--- src/rtl/fir3_out_serializer.sv ---
// Serializes 3-sample words from the 3-parallel FIR into a single-rate valid/ready stream.
// A small word FIFO absorbs bursts, and a sticky flag records any word lost to overflow.
module fir3_out_serializer #(
    parameter int unsigned NBIT = 8,
    parameter int unsigned AW   = 2
) (
    input  logic            CLK,
    input  logic            RST,
    input  logic            VIN,
    input  logic [NBIT-1:0] DIN3k,
    input  logic [NBIT-1:0] DIN3k1,
    input  logic [NBIT-1:0] DIN3k2,
    input  logic            READY,
    output logic [NBIT-1:0] DOUT,
    output logic            VOUT,
    output logic            FULL,
    output logic [AW:0]     LEVEL,
    output logic            OVF
);

    localparam int unsigned DEPTH = 1 << AW;
    localparam int unsigned WW    = 3 * NBIT;

    typedef enum logic [1:0] {
        LANE_0 = 2'd0,
        LANE_1 = 2'd1,
        LANE_2 = 2'd2
    } lane_t;

    lane_t           lane;
    lane_t           lane_nxt;
    logic [WW-1:0]   mem [DEPTH];
    logic [AW-1:0]   wr_ptr;
    logic [AW-1:0]   rd_ptr;
    logic [AW:0]     level;
    logic            ovf;
    logic            xfer;
    logic            pop;
    logic            push;
    logic [WW-1:0]   head;
    logic [NBIT-1:0] lane_data;

    assign xfer = VOUT & READY;
    assign pop  = xfer & (lane == LANE_2);
    // A pop in the same cycle frees the head slot, so a full FIFO can still accept.
    assign push = VIN & ((level < (AW+1)'(DEPTH)) | pop);

    // Lane is packed with sample 3k in the low bits.
    always_ff @(posedge CLK) begin
        if (push) begin
            mem[wr_ptr] <= {DIN3k2, DIN3k1, DIN3k};
        end
    end

    always_ff @(posedge CLK or posedge RST) begin
        if (RST) begin
            wr_ptr <= '0;
            rd_ptr <= '0;
            level  <= '0;
            ovf    <= 1'b0;
        end else begin
            if (push) begin
                wr_ptr <= wr_ptr + AW'(1);
            end
            if (pop) begin
                rd_ptr <= rd_ptr + AW'(1);
            end
            level <= level + (AW+1)'(push) - (AW+1)'(pop);
            if (VIN & ~push) begin
                ovf <= 1'b1;
            end
        end
    end

    // Lane counter state register
    always_ff @(posedge CLK or posedge RST) begin
        if (RST) begin
            lane <= LANE_0;
        end else begin
            lane <= lane_nxt;
        end
    end

    always_comb begin
        lane_nxt = lane;
        if (xfer) begin
            case (lane)
                LANE_0:  lane_nxt = LANE_1;
                LANE_1:  lane_nxt = LANE_2;
                LANE_2:  lane_nxt = LANE_0;
                default: lane_nxt = LANE_0;
            endcase
        end
    end

    // Outputs derive from registered state only; no input-to-output path.
    always_comb begin
        head      = mem[rd_ptr];
        lane_data = '0;
        case (lane)
            LANE_0:  lane_data = head[NBIT-1:0];
            LANE_1:  lane_data = head[2*NBIT-1:NBIT];
            LANE_2:  lane_data = head[3*NBIT-1:2*NBIT];
            default: lane_data = '0;
        endcase
    end

    assign VOUT  = (level != '0);
    assign DOUT  = VOUT ? lane_data : '0;
    assign FULL  = (level == (AW+1)'(DEPTH));
    assign LEVEL = level;
    assign OVF   = ovf;

endmodule

--- config.mk ---
export PLATFORM = sky130hd
export DESIGN_NAME = fir3_out_serializer
export DESIGN_NICKNAME = d
export VERILOG_FILES = /design/src/rtl/fir3_out_serializer.sv
export SDC_FILE = /design/constraint.sdc
export NUM_CORES = 1
export LEC_CHECK = 0
export ABC_AREA = 1
export CORE_MARGIN = 3
export CORE_UTILIZATION = 35
export CTS_CLUSTER_DIAMETER = 60
export DETAILED_ROUTE_END_ITERATION = 6
export SLEW_MARGIN = 10
export SYNTH_ARGS = -nofsm -noshare
export SYNTH_HDL_FRONTEND = slang
export SYNTH_SLANG_ARGS = --single-unit
export TNS_END_PERCENT = 10
--- constraint.sdc ---
create_clock -name CLK -period 3.7 [get_ports CLK]
set_clock_uncertainty 0.2 [all_clocks]
set_input_delay 0.37 -clock CLK [delete_from_list [all_inputs] [get_ports CLK]]
set_output_delay 0.37 -clock CLK [all_outputs]
set_load 0.05 [all_outputs]
==> run metrics <==
Sw Share 41.4%; total track usage 13.5%; Max Slew Vio Count 0; CORE AREA 13300 sq um; crit path kind flip-flop to flip-flop; DR pass1 iterations 4; Clock Latency Late Sink 0.35 ns; residual DRC count 0; Initial Util 36.1%; Yosys cell types 20; via count between 3k and 4k; commonest non-fill, non-tap cell in the layout nand2_1; Seq pwr share 33.7%; worst hold-check path type primary input to async pin; most frequent cells in the layout nand2_1 (157), inv_1 (116), edfxtp_1 (96); count of input and output buffers 41; DR vias/cell 4.39; Combinational Power Share 47.8%; top cell type's share of synthesized area around 60%; layout cell share with drive strength beyond 1 under 10%; DIE AREA about 15000 sq um; DRT antenna net count 0; Post-CTS Resized 0; initial antenna violation count 0; CTS tree yes; vias in the first global route between 3k and 4k; outcome finished clean; Reg clk slew, reported paths 0.07 ns; crit start category flip-flop; # Post-CTS Setup Buffers 0; power per cell area approximately 830 nW/um^2; largest net degree at the start of global routing between 50 and 60; Final Non-Filler Cells roughly 700; syn_area_per_cell 9.90 sq um; Pleak about 2.6 nW; Slew @ Worst Pin 0.906 ns; Rows 42; VDD IR max roughly 390 uV; Pint 2.80 mW; NumNets Final roughly 560; cell taking the most area after synthesis edfxtp_1; Final Instance Area around 5700 sq um; Post-Syn Instances 484; drt wl/cell 13.8 um; placed cell count 691; Hold Fails Final Rpt 0; Fillers between 1k and 1.5k; ys async rst share 9.43%; post-route setup TNS 0 ns; Synth Warn # 0; final setup fails 0; post-synth net total 519; #FFs+latches synth 106; # diodes 0; achievable frequency 347 MHz; Worst Setup End Kind flip-flop; CP arrival between 2 and 3 ns; CTS root buf clkbuf_16; Area growth syn-to-layout 19.5%; Clk pwr share roughly 19%; I/O Pins 42; Multi-input gate area ~1100 sq um; Final Cycle Share 77.9%; Chip Height 123 um; Storage cell area ~3100 sq um; first-pass GRT wire length roughly 15 mm; die width 123 um; H-tree depth 3; cts hold-fix bufs 0; dpl hpwl roughly 6.2 mm; Post-synth EDFFs 96; max cap viols 0; DR iter-0 viols roughly 210; crit path time final ~2.9 ns; post-synthesis sequential area ratio 65.4%; # clock sinks 106; worst-path fanout max 11; cts bufs inserted 9; GPL Wtd Cong 0.735; Mapped Area 4790 sq um; ys flop type edfxtp_1; placed instance area between 5000 and 6000 sq um; clock buffer depth 2; final wirelength just under 10 mm; grt total ovfl 0; CP required 3.77 ns; Area contributors post-synth edfxtp_1 (60%), nand2_1 (12%), inv_1 (9.1%); RSZ-0062 raised after global routing no; relative slew slack 39.5%; Psw between 1.5 and 2 mW
[registers in the layout (all words and copies together), names as in the netlist]
| register | cells |
|---|---|
| LEVEL | 3 |
| OVF | 1 |
| wr_ptr | 2 |
| lane | 2 |
| rd_ptr | 2 |
| mem | 96 |
[per-stage QoR]
stage                     hold WS (ns)  utilization (%)  power, mW  worst slack [ns]
after global placement           0.260             41.0       3.92             0.905
after CTS                        0.128             43.1       4.85             0.816
final                            0.108             43.1       4.78             0.819
after global routing             0.149             43.1       5.09             0.642
after floorplan                 0.0102                -       3.09             0.893
after detailed placement         0.253             41.0       3.96             0.827
[kinds of logic (layout without fill, tap and decap cells)]
| kind of cell | Yosys count | in the layout | synth area share, % |
|---|---|---|---|
| compound gates | 2 | 2 | 0.287 |
| xor+xnor | 5 | 5 | 0.914 |
| fa+ha+maj | 7 | 7 | 1.98 |
| buf+inv | 136 | 183 | 11.6 |
| flops | 106 | 106 | 65.4 |
| mux | 1 | 1 | 0.313 |
| simple gates | 227 | 227 | 19.5 |
[critical path: stages, from the launching register on]
cell	delay, ns
dfrtp_1	0.45
nor2_1	0.06
nand2_1	0.33
nand3_2	0.21
nand2_1	0.14
nand2_2	0.14
ha_1	0.31
inv_1	0.04
ha_1	0.18
fa_1	0.39
xnor2_1	0.18
xor2_1	0.17
[worst paths after layout]
path	startpoint	end	slack (ns)	depth (start not counted)
setup reg to reg	LEVEL[1]	LEVEL[2]	0.82	11
setup / recovery	LEVEL[1]	LEVEL[2]	0.82	11
hold reg to reg	OVF	OVF	0.27	1
min in group CLK	OVF	OVF	0.27	1
hold / removal	RST	lane[1]	0.11	2
max in group asynchronous	RST	wr_ptr[1]	2.90	2
[final cells by class]
cell class	count	share of cell area [%]
Sequential cell	106	54.7
Multi-Input combinational cell	242	19.4
Timing Repair Buffer	47	9.35
Inverter	120	7.86
Clock buffer	9	3.93
Tap cell	176	3.84
Clock inverter	7	0.895
[metal layers]
| layer | GRT usage [%] | vias to the layer above | wire length [um] |
|---|---|---|---|
| met5 | 0 | - | 0 |
| met4 | 5.88 | 0 | 144 |
| met3 | 2.88 | 11 | 487 |
| met2 | 22.5 | 61 | 4870 |
| met1 | 17.1 | 1458 | 4220 |
| li1 | - | 1574 | - |
[cells in the mapped netlist, types with 2 or more instances]
cell,instances
dfrtp_1,10
inv_1,116
buf_2,10
nand3_1,57
nand2_1,157
buf_4,3
xor2_1,4
nor2_1,9
nand2_2,2
buf_6,3
inv_2,4
edfxtp_1,96
ha_1,6
[power by group through the flow]
stage	Clock, mW	Sequential, mW	Combinational [mW]
after floorplan	0	1.69	1.40
final	0.884	1.61	2.28
after global placement	0	1.63	2.29
after global routing	0.959	1.63	2.50
after CTS	0.909	1.61	2.33
after detailed placement	0	1.64	2.32
Note: power is estimated with default switching activity, not from simulation.
